==> src/rtl/instr_sequencer_if.sv <==
`default_nettype none
// ============================================================================
// Module      : instr_sequencer_if
// Description : Program-ROM bus plus control-unit handshake for instr_sequencer.
// Revision    : 1.0 - initial release
// ============================================================================
interface instr_sequencer_if #(
    parameter int ADDR_W = 5
);
    logic              mem_rd;
    logic [ADDR_W-1:0] mem_addr;
    logic [8:0]        mem_data;
    logic [8:0]        IR;
    logic              run;
    logic [1:0]        counter;
    logic              clear;
    logic              done;

    modport master (
        output mem_rd, mem_addr, IR, run, counter,
        input  mem_data, clear, done
    );

    modport slave (
        input  mem_rd, mem_addr, IR, run, counter,
        output mem_data, clear, done
    );
endinterface
`default_nettype wire

==> src/rtl/instr_sequencer.sv <==
`default_nettype none
// ============================================================================
// Module      : instr_sequencer
// Description : Fetch/issue front end: ROM fetch, IR hold, step counter,
//               clear/done retire, watchdog. Optional single-step mode via
//               macro INSTR_SEQ_SINGLE_STEP_EN.
// Revision    : 1.0 - initial release
// ============================================================================
module instr_sequencer #(
    parameter int ADDR_W = 5,
    parameter int CNT_W  = 16
) (
    input  wire logic             clock,
    input  wire logic             reset,
    input  wire logic             start,
`ifdef INSTR_SEQ_SINGLE_STEP_EN
    input  wire logic             step,
`endif
    instr_sequencer_if.master     bus,
    output logic                  halted,
    output logic                  err,
    output logic [CNT_W-1:0]      instr_count
);

    localparam logic [2:0] OP_HALT = 3'b111;

    typedef enum logic [2:0] {
        S_IDLE,
        S_FETCH,
        S_LOAD,
        S_EXEC,
        S_HALTED
`ifdef INSTR_SEQ_SINGLE_STEP_EN
        , S_PAUSE
`endif
    } state_t;

    state_t            state;
    logic [ADDR_W-1:0] pc;

    assign bus.mem_addr = pc;

    always_ff @(posedge clock) begin
        if (reset) begin
            state       <= S_IDLE;
            pc          <= '0;
            bus.IR      <= '0;
            bus.counter <= '0;
            bus.run     <= 1'b0;
            bus.mem_rd  <= 1'b0;
            halted      <= 1'b0;
            err         <= 1'b0;
            instr_count <= '0;
        end else begin
            case (state)
                S_IDLE: begin
                    if (start) begin
                        pc         <= '0;
                        bus.mem_rd <= 1'b1;
                        state      <= S_FETCH;
                    end
                end
                S_FETCH: begin
                    bus.mem_rd <= 1'b0;
                    state      <= S_LOAD;
                end
                S_LOAD: begin
                    bus.IR      <= bus.mem_data;
                    pc          <= pc + 1'b1;
                    bus.counter <= '0;
                    if (bus.mem_data[8:6] == OP_HALT) begin
                        halted <= 1'b1;
                        state  <= S_HALTED;
                    end else begin
                        bus.run <= 1'b1;
                        state   <= S_EXEC;
                    end
                end
                S_EXEC: begin
                    // done outranks both clear and the watchdog
                    if (bus.done) begin
                        if (instr_count != '1) begin
                            instr_count <= instr_count + 1'b1;
                        end
                        bus.counter <= '0;
                        bus.run     <= 1'b0;
`ifdef INSTR_SEQ_SINGLE_STEP_EN
                        state       <= S_PAUSE;
`else
                        bus.mem_rd  <= 1'b1;
                        state       <= S_FETCH;
`endif
                    end else if (bus.counter == 2'd3) begin
                        err         <= 1'b1;
                        halted      <= 1'b1;
                        bus.run     <= 1'b0;
                        bus.counter <= '0;
                        state       <= S_HALTED;
                    end else if (bus.clear) begin
                        bus.counter <= '0;
                    end else begin
                        bus.counter <= bus.counter + 1'b1;
                    end
                end
                S_HALTED: begin
                    if (start) begin
                        pc         <= '0;
                        err        <= 1'b0;
                        halted     <= 1'b0;
                        bus.mem_rd <= 1'b1;
                        state      <= S_FETCH;
                    end
                end
`ifdef INSTR_SEQ_SINGLE_STEP_EN
                S_PAUSE: begin
                    if (start) begin
                        pc         <= '0;
                        bus.mem_rd <= 1'b1;
                        state      <= S_FETCH;
                    end else if (step) begin
                        bus.mem_rd <= 1'b1;
                        state      <= S_FETCH;
                    end
                end
`endif
                default: state <= S_IDLE;
            endcase
        end
    end

endmodule
`default_nettype wire

==> src/flat_wrapper.sv <==
// flat-port wrapper written by rule: the top's interface ports become plain ports
module instr_sequencer_flat 
#(
    parameter int ADDR_W = 5,
    parameter int CNT_W  = 16
)
  (clock, reset, start, halted, err, instr_count, bus_mem_rd, bus_mem_addr, bus_IR, bus_run, bus_counter, bus_mem_data, bus_clear, bus_done);
  instr_sequencer_if #(.ADDR_W(ADDR_W)) bus_i ();
  input  wire logic clock;
  input  wire logic reset;
  input  wire logic start;
  output logic halted;
  output logic err;
  output logic [CNT_W-1:0] instr_count;
  output wire logic [$bits(bus_i.mem_rd)-1:0] bus_mem_rd;
  output wire logic [$bits(bus_i.mem_addr)-1:0] bus_mem_addr;
  output wire logic [$bits(bus_i.IR)-1:0] bus_IR;
  output wire logic [$bits(bus_i.run)-1:0] bus_run;
  output wire logic [$bits(bus_i.counter)-1:0] bus_counter;
  input wire logic [$bits(bus_i.mem_data)-1:0] bus_mem_data;
  input wire logic [$bits(bus_i.clear)-1:0] bus_clear;
  input wire logic [$bits(bus_i.done)-1:0] bus_done;
  assign bus_mem_rd = bus_i.mem_rd;
  assign bus_mem_addr = bus_i.mem_addr;
  assign bus_IR = bus_i.IR;
  assign bus_run = bus_i.run;
  assign bus_counter = bus_i.counter;
  assign bus_i.mem_data = bus_mem_data;
  assign bus_i.clear = bus_clear;
  assign bus_i.done = bus_done;
  instr_sequencer #(.ADDR_W(ADDR_W), .CNT_W(CNT_W)) u_core (.clock(clock), .reset(reset), .start(start), .bus(bus_i), .halted(halted), .err(err), .instr_count(instr_count));
endmodule
==> config.mk <==
export PLATFORM = sky130hd
export DESIGN_NAME = instr_sequencer_flat
export DESIGN_NICKNAME = d
export VERILOG_FILES = /design/src/rtl/instr_sequencer_if.sv /design/src/rtl/instr_sequencer.sv /design/src/flat_wrapper.sv
export SDC_FILE = /design/constraint.sdc
export NUM_CORES = 1
export LEC_CHECK = 0
export ABC_AREA = 1
export CAP_MARGIN = 10
export CORE_MARGIN = 2
export CORE_UTILIZATION = 48
export DETAILED_ROUTE_END_ITERATION = 6
export PLACE_DENSITY = 0.8
export SYNTH_ARGS = -nofsm -noshare
export SYNTH_HDL_FRONTEND = slang
export SYNTH_SLANG_ARGS = --single-unit
==> constraint.sdc <==
create_clock -name clock -period 2.05 [get_ports clock]
set_input_delay 0.205 -clock clock [delete_from_list [all_inputs] [get_ports clock]]
set_output_delay 0.205 -clock clock [all_outputs]
set_load 0.05 [all_outputs]
# Word-level counts from Yosys, hierarchy flattened
# Index checks and enable logic that the tools add are counted.
classes:
  n_addsub: 3
  n_eq_ne: 15
  n_mux: 24
  n_reduce_logical: 14
op_table:
  columns: ["cell", "n"]
  rows:
  - ["adder 16 x 1 -> 16 bit (second input constant)", 1]
  - ["inequality test 16 bit (second input constant)", 1]
  - ["2-to-1 mux 3 bit", 4]
  - ["case mux 3 bit (4 select lines)", 1]
  - ["case mux 5 bit (2 select lines)", 1]
  - ["2-to-1 mux 1 bit", 9]
  - ["AND reduction 3 bit", 3]
  - ["inequality test 2 bit (second input constant)", 4]
  - ["equality test 3 x 2 -> 1 bit (second input constant)", 2]
  - ["equality test 3 bit (second input constant)", 2]
  - ["2-to-1 mux 2 bit", 3]
  - ["inequality test 2 x 1 -> 1 bit (second input constant)", 3]
  - ["case mux 1 bit (3 select lines)", 2]
  - ["nonzero test 2 bit", 3]
  - ["nonzero test 3 bit", 2]
  - ["adder 5 x 1 -> 5 bit (second input constant)", 1]
  - ["2-to-1 mux 5 bit", 1]
  - ["AND reduction 5 bit", 1]
  - ["case mux 1 bit (2 select lines)", 2]
  - ["case mux 2 bit (2 select lines)", 1]
  - ["AND reduction 2 bit", 2]
  - ["AND reduction 4 bit", 1]
  - ["equality test 3 x 1 -> 1 bit (second input constant)", 1]
  - ["logical NOT 3 bit", 1]
  - ["other kinds (4)", 4]
totals:
  regBits: 39
  word_cells: 65

# Logic depth before layout (Yosys ltp)
# Gate-level depths: netlist of the first run.
logic_depth:
  ltp_word: 5
  ltp_mapped: 9

# Worst setup path before layout of the first run
# No wires, ideal clock.
synth_path:
  path_kind: "register to register"
  from: "register u_core.instr_count[0]"
  to: "register u_core.instr_count[1]"
  arrival_time_ns: 1.797
  required_ns: 1.934
  setup_slack_ns: 0.137
  path_stages_with_launch: 10
  path_buffers: 1
  synth_period_minus_slack_ns: 1.913
  cell_sequence: "dfxtp_1 > ha_1 > nand2_1 > nor2_2 > nand2_2 > nor2_1 > nor2_4 > buf_6 > nor2_1 > nor2_1"
synth_via:
  elab_chain_cells: 2
  elab_cells_between_ends: 3
  cone_classes: "add/sub (1); eq/ne (1); reduce/logical (1)"
synth_rtl:
  columns: ["element", "line_no", "text"]
  rows:
  - ["start: declaration", "instr_sequencer.sv:22", "output logic [CNT_W-1:0] instr_count"]
  - ["start signal: assignment", "instr_sequencer.sv:83", "instr_count <= instr_count + 1'b1;"]
  - ["parallel branches: the longest is 2 deep, another holds adder 16 x 1 -> 16 bit", null, null]
# Several ways; the timed one is not identified.
# A chain may end at the register's enable or synchronous reset.

# Worst setup path in the final report of the first run
layout_path:
  from: "register u_core.instr_count[0]"
  to: "output instr_count[0]"
layout_rtl:
  columns: ["element", "line_no", "text"]
  rows:
  - ["end: declaration", "flat_wrapper.sv:14", "output logic [CNT_W-1:0] instr_count;"]
# No word-level cell between the ends.

==> results of run 1 <==
[Yosys cell counts]
| master | count | area [um2] |
|---|---|---|
| a21oi_1 | 24 | 120 |
| a21oi_2 | 1 | 8.76 |
| a22oi_1 | 1 | 7.51 |
| and3_1 | 1 | 6.26 |
| buf_2 | 2 | 10.0 |
| buf_6 | 2 | 22.5 |
| clkbuf_1 | 3 | 11.3 |
| dfxtp_1 | 39 | 781 |
| ha_1 | 3 | 37.5 |
| inv_1 | 26 | 97.6 |
| nand2_1 | 71 | 267 |
| nand2_2 | 3 | 18.8 |
| nand3_1 | 20 | 100 |
| nand3b_1 | 3 | 22.5 |
| nand4_1 | 8 | 50.1 |
| nor2_1 | 48 | 180 |
| nor2_2 | 1 | 6.26 |
| nor2_4 | 3 | 33.8 |
| nor3_1 | 5 | 25.0 |
| o21ai_0 | 13 | 65.1 |
| o21ai_2 | 1 | 8.76 |
| or2_2 | 1 | 6.26 |
| xnor2_1 | 2 | 17.5 |
| xor2_1 | 4 | 35.0 |
[tightest hold or removal path: stages, from the launching register on]
cell     delay, ns
dfxtp_1       0.32
inv_1         0.05
a21oi_1       0.05
[state kept, by name, summed over array words and instances, names as in the netlist]
name / count
u_core.bus.mem_rd: 1
u_core.bus.IR: 9
u_core.bus.mem_addr: 5
u_core.halted: 1
u_core.instr_count: 16
u_core.err: 1
u_core.bus.run: 1
u_core.state: 3
u_core.bus.counter: 2
[final cells by class]
class / count / area, um2
Multi-Input combinational cell: 213 / 1020
Clock inverter: 2 / 35.0
Tap cell: 50 / 62.6
Sequential cell: 39 / 781
Timing Repair Buffer: 52 / 513
Inverter: 26 / 97.6
Clock buffer: 6 / 82.6
Fill cell: 365 / 1360
[worst paths after layout]
| check | cells past startpoint | slack [ns] | endpoint | from |
|---|---|---|---|---|
| max | 2 | 0.25 | instr_count[0] | u_core.instr_count[0] |
| min | 2 | 0.45 | u_core.err | u_core.err |
| max reg2reg | 7 | 0.34 | u_core.instr_count[0] | u_core.instr_count[1] |
| min reg2reg | 2 | 0.45 | u_core.err | u_core.err |
[layer usage]
layer / vias to the layer above / part of all wire (%) / wire [um]
li1: 1026 / - / -
met1: 913 / 43 / 2040
met2: 68 / 47 / 2200
met3: 9 / 8.2 / 386
met4: 0 / 1.5 / 72
met5: - / 0 / 0
[cell families (layout without fill, tap and decap cells)]
kind of cell | Yosys count | count (layout) | synth area share (%)
buffers and inverters | 33 | 86 | 7.29
flip-flops | 39 | 39 | 40.3
AND/OR/NAND/NOR | 164 | 164 | 36.9
XOR/XNOR | 6 | 6 | 2.71
AO/OA/AOI/OAI | 40 | 40 | 10.8
adder cells (fa/ha/maj) | 3 | 3 | 1.94
[metrics by stage]
step	util, %	instance area, um2	std cells
global placement	62.6	2470	380
CTS	65.6	2590	388
finish	65.6	2590	388
detailed placement	62.6	2470	380
floorplan	-	1940	285
global route	65.6	2590	388
[where the power goes]
part	leakage, nW	switching [mW]	total [mW]	internal (mW)
combinational	0.620	0.438	0.647	0.209
clock	0.0612	0.284	0.677	0.394
sequential	0.316	0.0435	0.873	0.829
total	0.998	0.765	2.20	1.43
==> summary.txt, run 1 <==
Place
  • DP HPWL: 3330 um
  • Routability cong.: 0.905
  • Setup WS pre-CTS: 0.284 ns
  • IO buf count: 49

Setup path
  • Crit path buffers/inverters: 2
  • CP endpoint kind: output pin
  • CP peak stage delay: 0.80 ns
  • Crit-path cells: buf_4, clkdlybuf4s50_1
  • Crit start category: register
  • Crit Path Category: register to output pin
  • Critical path's slowest cell: clkdlybuf4s50_1
  • CP Max Fanout: 6
  • CP required: 1.85 ns
  • CP arrival: 1.60 ns
  • Delay-heaviest family, CP: buffers and inverters

Worst hold path
  • Worst Hold Class: register to register

STA
  • Crit share post-route: 87.9%
  • Max-slew violation count: 0
  • Fmax: 555 MHz
  • Setup tns final: 0 ns
  • Final Skew: 0.00595 ns
  • Setup violators final: 0
  • Slew @ Worst Pin: 0.523 ns
  • Final Hold Vio Count: 0
  • RSZ-0062 raised after global routing: false
  • Post-route worst setup slack: 0.249 ns
  • Final Critical Period: 1.80 ns
  • Relative slew slack: 65.0%
  • Hold_ws: 0.452 ns

Clock network
  • Setup bufs post-CTS: 0
  • CTS tree: done
  • Num CTS Buffers: 5
  • H-tree levels: 2
  • Root buf cell: clkbuf_8
  • Post-CTS resize count: 0
  • Clock Sinks: 39
  • Clock Pin Slew Worst Setup and Hold Paths: 0.08 ns
  • Later-pin clock latency in the skew report: 0.30 ns
  • CTS Hold Bufs: 0
  • Max clock buf depth: 2

Detailed routing
  • Pre-antenna DRT Iters: 4
  • Post-route DRC: 0
  • Routed vias: 2016
  • Initial DRC count: 90
  • Wire per inst: 12.1 um
  • Vias per inst: 5.20
  • Detail Route Antenna Nets: 0
  • Routed WL: 4700 um

Floorplanning
  • Die Span Y: 67.5 um
  • Core box area: 3940 um2
  • Total Die Area: 4560 um2
  • Site Rows: 23
  • Initial core utilization: 49.2%
  • I/O pin count: 50
  • Die Wd: 67.5 um

Cells and area
  • Share of layout cells above drive strength 1: 6.21%
  • Most frequent cells in the layout: 71 x nand2_1, 49 x clkdlybuf4s50_1, 48 x nor2_1
  • Layout Nets: 354
  • Most common cell after layout, fill and taps aside: nand2_1
  • Antenna Cells: 0
  • Area growth from synthesis to layout: 33.5%

Global routing
  • Vias in the first global route: 1841
  • GRT Overall Usage: 22.8%
  • GR peak layer: met2
  • First-pass GRT wire length: 7910 um
  • Grt ovf: 0
  • Pin count of the biggest net entering global routing: 21
  • Met2 Use GR: 37.1%
  • Initial antenna violation count: 0
  • Met3 Track Usage GR: 8.00%
  • Met1 Track Usage GR: 27.7%

Yosys
  • Post-Syn Instances: 285
  • Mapped Nets: 302
  • Sequential element share of the synthesized area: 40.3%
  • Syn avg cell area: 6.80 um2
  • Flops & latches, synth: 39
  • Synth warn: 0
  • Syn Std Cell Area: 1940 um2
  • Unique masters post-synth: 24

Power and ir drop
  • Pleak: 0.998 nW
  • Tot Pwr: 2.20 mW
  • Cell Pwr Density: 849 nW/um2
  • Peak VDD IR: 0.000583 V

Status
  • Outcome: finished, final reports clean

Run
  • Max-cap check violation count: 0
No activity file was read; power rests on OpenSTA's default activity.
==> inputs of run 2 (changes only) <==
ABC_AREA = not set   (was 1)
PLACE_DENSITY = 0.81   (was 0.8)
==> run 2 against run 1 <==
Compared with the run above: core utilization increased by 3.5 points; die area is 4.8% lower; synthesized cell count decreased by 21%; critical endpoint is now u_core.instr_count[7]; sequential power decreased by 6.8%; clock skew is 0.0018 ns lower; register-to-register slack lost 0.09 ns; fmax down 0.16%; first-iteration DRC count grew 71%; hold slack better by 0.0021 ns; combinational power is 48% lower.
==> summary.txt, run 2 <==
Status
  • Outcome: finished, final reports clean

Worst hold path
  • Worst Hold Class: input pin to register

Detailed routing
  • Detail Route Antenna Nets: 0 (unchanged)
  • Pre-antenna DRT Iters: 5 (+1)
  • Wire per inst: 13.4 um (+11%)
  • Routed vias: 1810 (-10%)
  • Max Used Layer: met4
  • Post-route DRC: 0 (unchanged)
  • Wire length on met3: 276 um (-28%)
  • Initial DRC count: 154 (+71%)
  • Met1 wire length: 1920 um (-5.7%)
  • Routed WL: 4380 um (-6.7%)
  • Vias per inst: 5.55 (+6.9%)
  • Met2 routed WL: 2110 um (-4.0%)

Cells and area
  • Max reg flops: 16 (unchanged)
  • Most frequent cells in the layout: 49 x clkdlybuf4s50_1, 37 x dfxtp_1, 33 x nand2_1
  • Antenna Cells: 0 (unchanged)
  • Largest register by flop count: u_core.instr_count
  • Share of layout cells above drive strength 1: 10.1% (+3.9 points)
  • Area growth from synthesis to layout: 37.6%
  • Fill cell count: 295 (-19%)
  • Non-Filler Instances: 326 (-16%)
  • Most common cell after layout, fill and taps aside: clkdlybuf4s50_1
  • Layout Nets: 294 (-17%)
  • Final core occ: 69.1% (+3.5 points)

Global routing
  • GRT Overall Usage: 21.5% (-1.3 points)
  • Pin count of the biggest net entering global routing: 26 (+24%)
  • Initial antenna violation count: 0 (unchanged)
  • Vias in the first global route: 1712 (-7.0%)
  • Grt ovf: 0 (unchanged)
  • First-pass GRT wire length: 7270 um (-8.2%)

STA
  • Relative slew slack: 65.4% (+0.39 points)
  • Final Critical Period: 1.80 ns (+0.00293 ns)
  • Slew @ Worst Pin: 0.506 ns (-0.0173 ns)
  • Fmax: 554 MHz (-0.16%)
  • Final Hold Vio Count: 0 (unchanged)
  • Setup tns final: 0 ns (unchanged)
  • Final Skew: 0.00411 ns (-0.00184 ns)
  • Max-slew violation count: 0 (unchanged)
  • Setup violators final: 0 (unchanged)
  • RSZ-0062 raised after global routing: false
  • Hold_ws: 0.454 ns (+0.00209 ns)
  • Crit share post-route: 88.0% (+0.14 points)

Setup path
  • CP arrival: 2.03 ns (+0.43 ns)
  • Crit start category: register
  • Crit-path cells: and4b_2, o41ai_2, buf_4, or4_1, a21oi_1
  • CP endpoint kind: register
  • Critical path's slowest cell: dfxtp_1
  • Crit Path Category: register to register
  • CP Max Fanout: 12 (+6)
  • CP required: 2.27 ns (+0.42 ns)
  • Delay-heaviest family, CP: simple AND/OR/NAND/NOR gates
  • CP peak stage delay: 0.53 ns (-0.27 ns)
  • Crit path buffers/inverters: 1 (-1)

Clock network
  • Setup bufs post-CTS: 0 (unchanged)
  • Max clock buf depth: 2 (unchanged)
  • Root buf cell: clkbuf_8
  • Clock Pin Slew Worst Setup and Hold Paths: 0.08 ns (about the same)
  • Clock Sinks: 39 (unchanged)
  • Num CTS Buffers: 5 (unchanged)
  • CTS tree: done
  • CTS Hold Bufs: 0 (unchanged)
  • Later-pin clock latency in the skew report: 0.30 ns (about the same)
  • H-tree levels: 2 (unchanged)
  • Post-CTS resize count: 0 (unchanged)

Yosys
  • Post-Syn Instances: 225 (-21%)
  • Unique masters post-synth: 46 (+92%)
  • Sequential element share of the synthesized area: 42.4% (+2.2 points)
  • Top post-synthesis cells by count: 39 x dfxtp_1, 33 x nand2_1, 28 x a21oi_1
  • Area leader, netlist: dfxtp_1
  • Post-synth EDFFs: 0 (unchanged)
  • Asr flop ratio synth: 0% (unchanged)
  • Primary FF master, synth: dfxtp_1
  • Area share of the largest cell type after synthesis: 42.4% (+2.2 points)
  • Mapped Nets: 242 (-20%)
  • Syn Std Cell Area: 1840 um2 (-5.1%)
  • Synth warn: 0 (unchanged)
  • Top cells by area, synth: dfxtp_1 42%, a21oi_1 7.6%, nand2_1 6.7%
  • Flops & latches, synth: 39 (unchanged)
  • Cell with the most instances after synthesis: dfxtp_1
  • Syn avg cell area: 8.17 um2 (+20%)

Power and ir drop
  • Peak VDD IR: 0.000568 V (-2.5%)
  • Clock share of power: 36.9% (+6.1 points)
  • Pleak: 0.852 nW (-15%)
  • Int Pwr: 1.31 mW (-8.4%)
  • Tot Pwr: 1.82 mW (-17%)
  • Cell Pwr Density: 719 nW/um2 (-15%)
  • Flop pwr share: 44.8% (+5.1 points)
  • Gate power share: 18.4% (-11 points)
  • Switching Fraction: 27.9% (-7.0 points)
  • P_sw: 507 uW (-34%)

Floorplanning
  • Site Rows: 22 (-4.3%)
  • Die Wd: 65.9 um (-2.4%)
  • Die Span Y: 65.9 um (-2.4%)
  • Core box area: 3660 um2 (-7.1%)
  • Initial core utilization: 50.2% (+1.1 points)
  • Total Die Area: 4340 um2 (-4.8%)
  • I/O pin count: 50 (unchanged)

Place
  • # placed instances: 318 (-16%)
  • IO buf count: 49 (unchanged)
  • DP HPWL: 3130 um (-6.0%)
  • Routability cong.: 0.790 (-13%)

Run
  • Max-cap check violation count: 0 (unchanged)
[run 2: changes by cell type after synthesis, sizes merged, moves of 4 or more]
cell	before	now
nor3	5	1
or3	0	7
inv	26	6
o21ai	14	10
or4	0	8
nand4	8	4
nand2	74	33
o31ai	0	7
nor2	52	18
nand3	20	9
clkbuf	3	9
[run 2: layout make-up]
cell class	count	area, um2	area share (%)
Multi-Input combinational cell	167	976	38.6
Sequential cell	39	783	31.0
Timing Repair Buffer	58	571	22.6
Clock buffer	6	82.6	3.26
Tap cell	48	60.1	2.37
Clock inverter	2	35.0	1.38
Inverter	6	22.5	0.890
[run 2: layer usage]
layer,global-route usage [%],vias up
met5,0,-
met4,6.77,0
met3,6.81,8
met2,36.9,54
met1,25.4,828
li1,-,920
[run 2: worst reg2reg max path: stages (launching register included)]
cell and delay, ns:
dfxtp_1 0.53, and4b_2 0.30, o41ai_2 0.08, buf_4 0.18, or4_1 0.47, a21oi_1 0.16
[run 2: path summary, 6_finish.rpt]
kind / from / depth (start not counted) / slack [ns] / to
worst max-delay path: u_core.state[1] / 5 / 0.25 / u_core.instr_count[7]
worst min-delay path: bus_mem_data[4] / 3 / 0.45 / u_core.bus.IR[4]
worst max register to register: u_core.state[1] / 5 / 0.25 / u_core.instr_count[7]
worst min register to register: u_core.bus.IR[0] / 2 / 0.46 / u_core.bus.IR[0]
[run 2: stage by stage]
| step | setup slack, ns | instance area, um2 |
|---|---|---|
| 2_1_floorplan | 0.00657 | 1840 |
| 3_3_place_gp | 0.152 | 2410 |
| 3_5_place_dp | 0.123 | 2410 |
| 4_1_cts | 0.236 | 2530 |
| 5_1_grt | 0.167 | 2530 |
| 6_report | 0.246 | 2530 |
[run 2: cell families (layout without fill, tap and decap cells)]
family / after synthesis / in the layout / share of synthesized area [%]
and+or+nand+nor: 96 / 96 / 27.0
AOI/OAI and AO/OA: 63 / 63 / 21.6
DFF: 39 / 39 / 42.4
buffers and inverters: 19 / 72 / 4.49
xor gates and xnor gates: 4 / 4 / 1.91
adders and majority gates: 3 / 3 / 2.04
muxes: 1 / 1 / 0.544
[run 2: power groups by stage]
stage / sequential (mW) / combinational, mW / clock [mW]
after floorplan: 0.913 / 0.133 / 0
after global placement: 0.831 / 0.329 / 0
after detailed placement: 0.832 / 0.333 / 0
after CTS: 0.814 / 0.335 / 0.685
after global routing: 0.819 / 0.359 / 0.706
final: 0.814 / 0.334 / 0.671
==> inputs of run 3 (changes only) <==
CORE_MARGIN = not set   (was 2)
RECOVER_POWER = 50   (was not set)
==> run 3 against run 2 <==
Compared with the run above: clock skew grew 0.0013 ns; critical path depth grew 1; global-route usage grew 0.55 points; non-clock buffer count is the same; sequential share of layout area grew 0.64 points; hold slack lost 0.0020 ns; cell count is the same; first-iteration DRC count shrank 5.2%; largest power group unchanged.
==> summary.txt, run 3 (synthesis results as in run 2) <==
Setup path
  • CP Max Fanout: 9 (-3)
  • Crit Path Category: register to register
  • CP arrival: 2.04 ns (about the same)
  • R2R Setup Slk: 0.20 ns (-0.04 ns)
  • CP required: 2.24 ns (-0.03 ns)
  • CP endpoint kind: register
  • Crit start category: register

STA
  • Max-slew violation count: 0 (unchanged)
  • Final Hold Vio Count: 0 (unchanged)
  • Setup violators final: 0 (unchanged)
  • Crit share post-route: 90.1% (+2.1 points)
  • Final Skew: 0.00543 ns (+0.00132 ns)
  • Final Critical Period: 1.85 ns (+0.0431 ns)
  • Fmax: 541 MHz (-2.3%)
  • RSZ-0062 raised after global routing: false
  • Hold_ws: 0.452 ns (-0.00203 ns)
  • Slew @ Worst Pin: 0.558 ns (+0.0520 ns)
  • Setup tns final: 0 ns (unchanged)
  • Relative slew slack: 61.8% (-3.6 points)

Cells and area
  • Design area: 2470 um2 (-2.2%)
  • Fill cell count: 312 (+5.8%)
  • Area growth from synthesis to layout: 34.6%
  • Most frequent cells in the layout: 38 x dfxtp_1, 36 x clkdlybuf4s50_1, 33 x nand2_1
  • Layout Nets: 294 (unchanged)
  • Most common cell after layout, fill and taps aside: dfxtp_1
  • Antenna Cells: 0 (unchanged)
  • Share of layout cells above drive strength 1: 8.99% (-1.1 points)
  • Largest register by flop count: u_core.instr_count
  • Max reg flops: 16 (unchanged)

Place
  • Routability cong.: 0.865 (+9.5%)
  • IO buf count: 49 (unchanged)
  • Placed Area: 2400 um2 (-0.52%)
  • DP HPWL: 3030 um (-3.2%)

Clock network
  • Max clock buf depth: 2 (unchanged)
  • Clock Sinks: 39 (unchanged)
  • Clock Pin Slew Worst Setup and Hold Paths: 0.08 ns (about the same)
  • CTS Hold Bufs: 0 (unchanged)
  • CTS tree: done
  • Later-pin clock latency in the skew report: 0.29 ns (about the same)
  • Post-CTS resize count: 0 (unchanged)
  • Setup bufs post-CTS: 0 (unchanged)
  • H-tree levels: 2 (unchanged)
  • Root buf cell: clkbuf_8
  • Num CTS Buffers: 5 (unchanged)

Detailed routing
  • Max Used Layer: met4
  • Vias per inst: 5.62 (+1.2%)
  • Routed vias: 1831 (+1.2%)
  • Wire per inst: 13.0 um (-3.5%)
  • Post-route DRC: 0 (unchanged)
  • Met1 wire length: 2000 um (+3.8%)
  • Initial DRC count: 146 (-5.2%)
  • Wire length on met3: 255 um (-7.6%)
  • Routed WL: 4230 um (-3.5%)
  • Detail Route Antenna Nets: 0 (unchanged)
  • Pre-antenna DRT Iters: 5 (unchanged)
  • Met2 routed WL: 1920 um (-9.1%)

Floorplanning
  • Initial core utilization: 50.2% (unchanged)
  • Core box area: 3660 um2 (unchanged)
  • Site Rows: 22 (unchanged)
  • Die Span Y: 63.9 um (-3.0%)
  • I/O pin count: 50 (unchanged)
  • Total Die Area: 4080 um2 (-6.0%)
  • Die Wd: 63.9 um (-3.0%)

Power and ir drop
  • Cell Pwr Density: 662 nW/um2 (-8.0%)
  • Int Pwr: 1.14 mW (-13%)
  • Clock share of power: 30.8% (-6.1 points)
  • Flop pwr share: 49.4% (+4.6 points)
  • Gate power share: 19.8% (+1.4 points)
  • Peak VDD IR: 0.000518 V (-8.8%)
  • Pleak: 0.868 nW (+1.9%)
  • Switching Fraction: 30.3% (+2.5 points)
  • P_sw: 497 uW (-1.9%)

Global routing
  • GRT Overall Usage: 22.1% (+0.55 points)
  • Vias in the first global route: 1628 (-4.9%)
  • Grt ovf: 0 (unchanged)
  • First-pass GRT wire length: 7090 um (-2.5%)
  • Pin count of the biggest net entering global routing: 19 (-27%)
  • Initial antenna violation count: 0 (unchanged)

Run
  • Max-cap check violation count: 0 (unchanged)

Worst hold path
  • Worst Hold Class: register to register

Status
  • Outcome: finished, final reports clean
run 3: final timing paths:
| check | start | to | cells past startpoint |
|---|---|---|---|
| setup / recovery | u_core.instr_count[0] | u_core.instr_count[6] | 6 |
| hold / removal | u_core.bus.IR[0] | u_core.bus.IR[0] | 2 |
| setup reg to reg | u_core.instr_count[0] | u_core.instr_count[6] | 6 |
| hold reg to reg | u_core.bus.IR[0] | u_core.bus.IR[0] | 2 |
run 3: layout make-up:
class                   instances  area, um2  area share (%)
flip-flops and latches         39        782            31.6
repair buffers                 58        551            22.2
clock inverters                 3       15.0           0.607
well taps                      48       60.1            2.43
clock buffers                   5       68.8            2.78
inverters                       6       22.5           0.910
multi-input cells             167        976            39.4
run 3: worst max-delay path, cell delays in order (launching register included):
cell     delay (ns)
dfxtp_1        0.44
ha_1           0.25
nand4_1        0.14
o41ai_2        0.38
buf_4          0.22
nor2_1         0.05
o221a_2        0.26
run 3: power groups by stage:
stage	clock network, mW	logic (mW)	registers, mW
final	0.504	0.324	0.809
after global placement	0	0.331	0.828
after global routing	0.558	0.350	0.814
after floorplan	0	0.133	0.913
after detailed placement	0	0.332	0.828
after CTS	0.512	0.333	0.811
run 3: stage by stage:
stage	utilization, %	instances	power, mW	setup slack, ns
final	67.6	326	1.64	0.203
after global routing	67.6	326	1.72	0.0920
after CTS	67.8	326	1.66	0.240
after detailed placement	65.6	318	1.16	0.0923
after global placement	65.6	318	1.16	0.130
after floorplan	-	225	1.05	0.00657
run 3: layer usage:
| metal | track usage (%) | vias to the layer above |
|---|---|---|
| li1 | - | 920 |
| met1 | 27.8 | 848 |
| met2 | 35.4 | 57 |
| met3 | 5.89 | 6 |
| met4 | 9.09 | 0 |
| met5 | 0 | - |
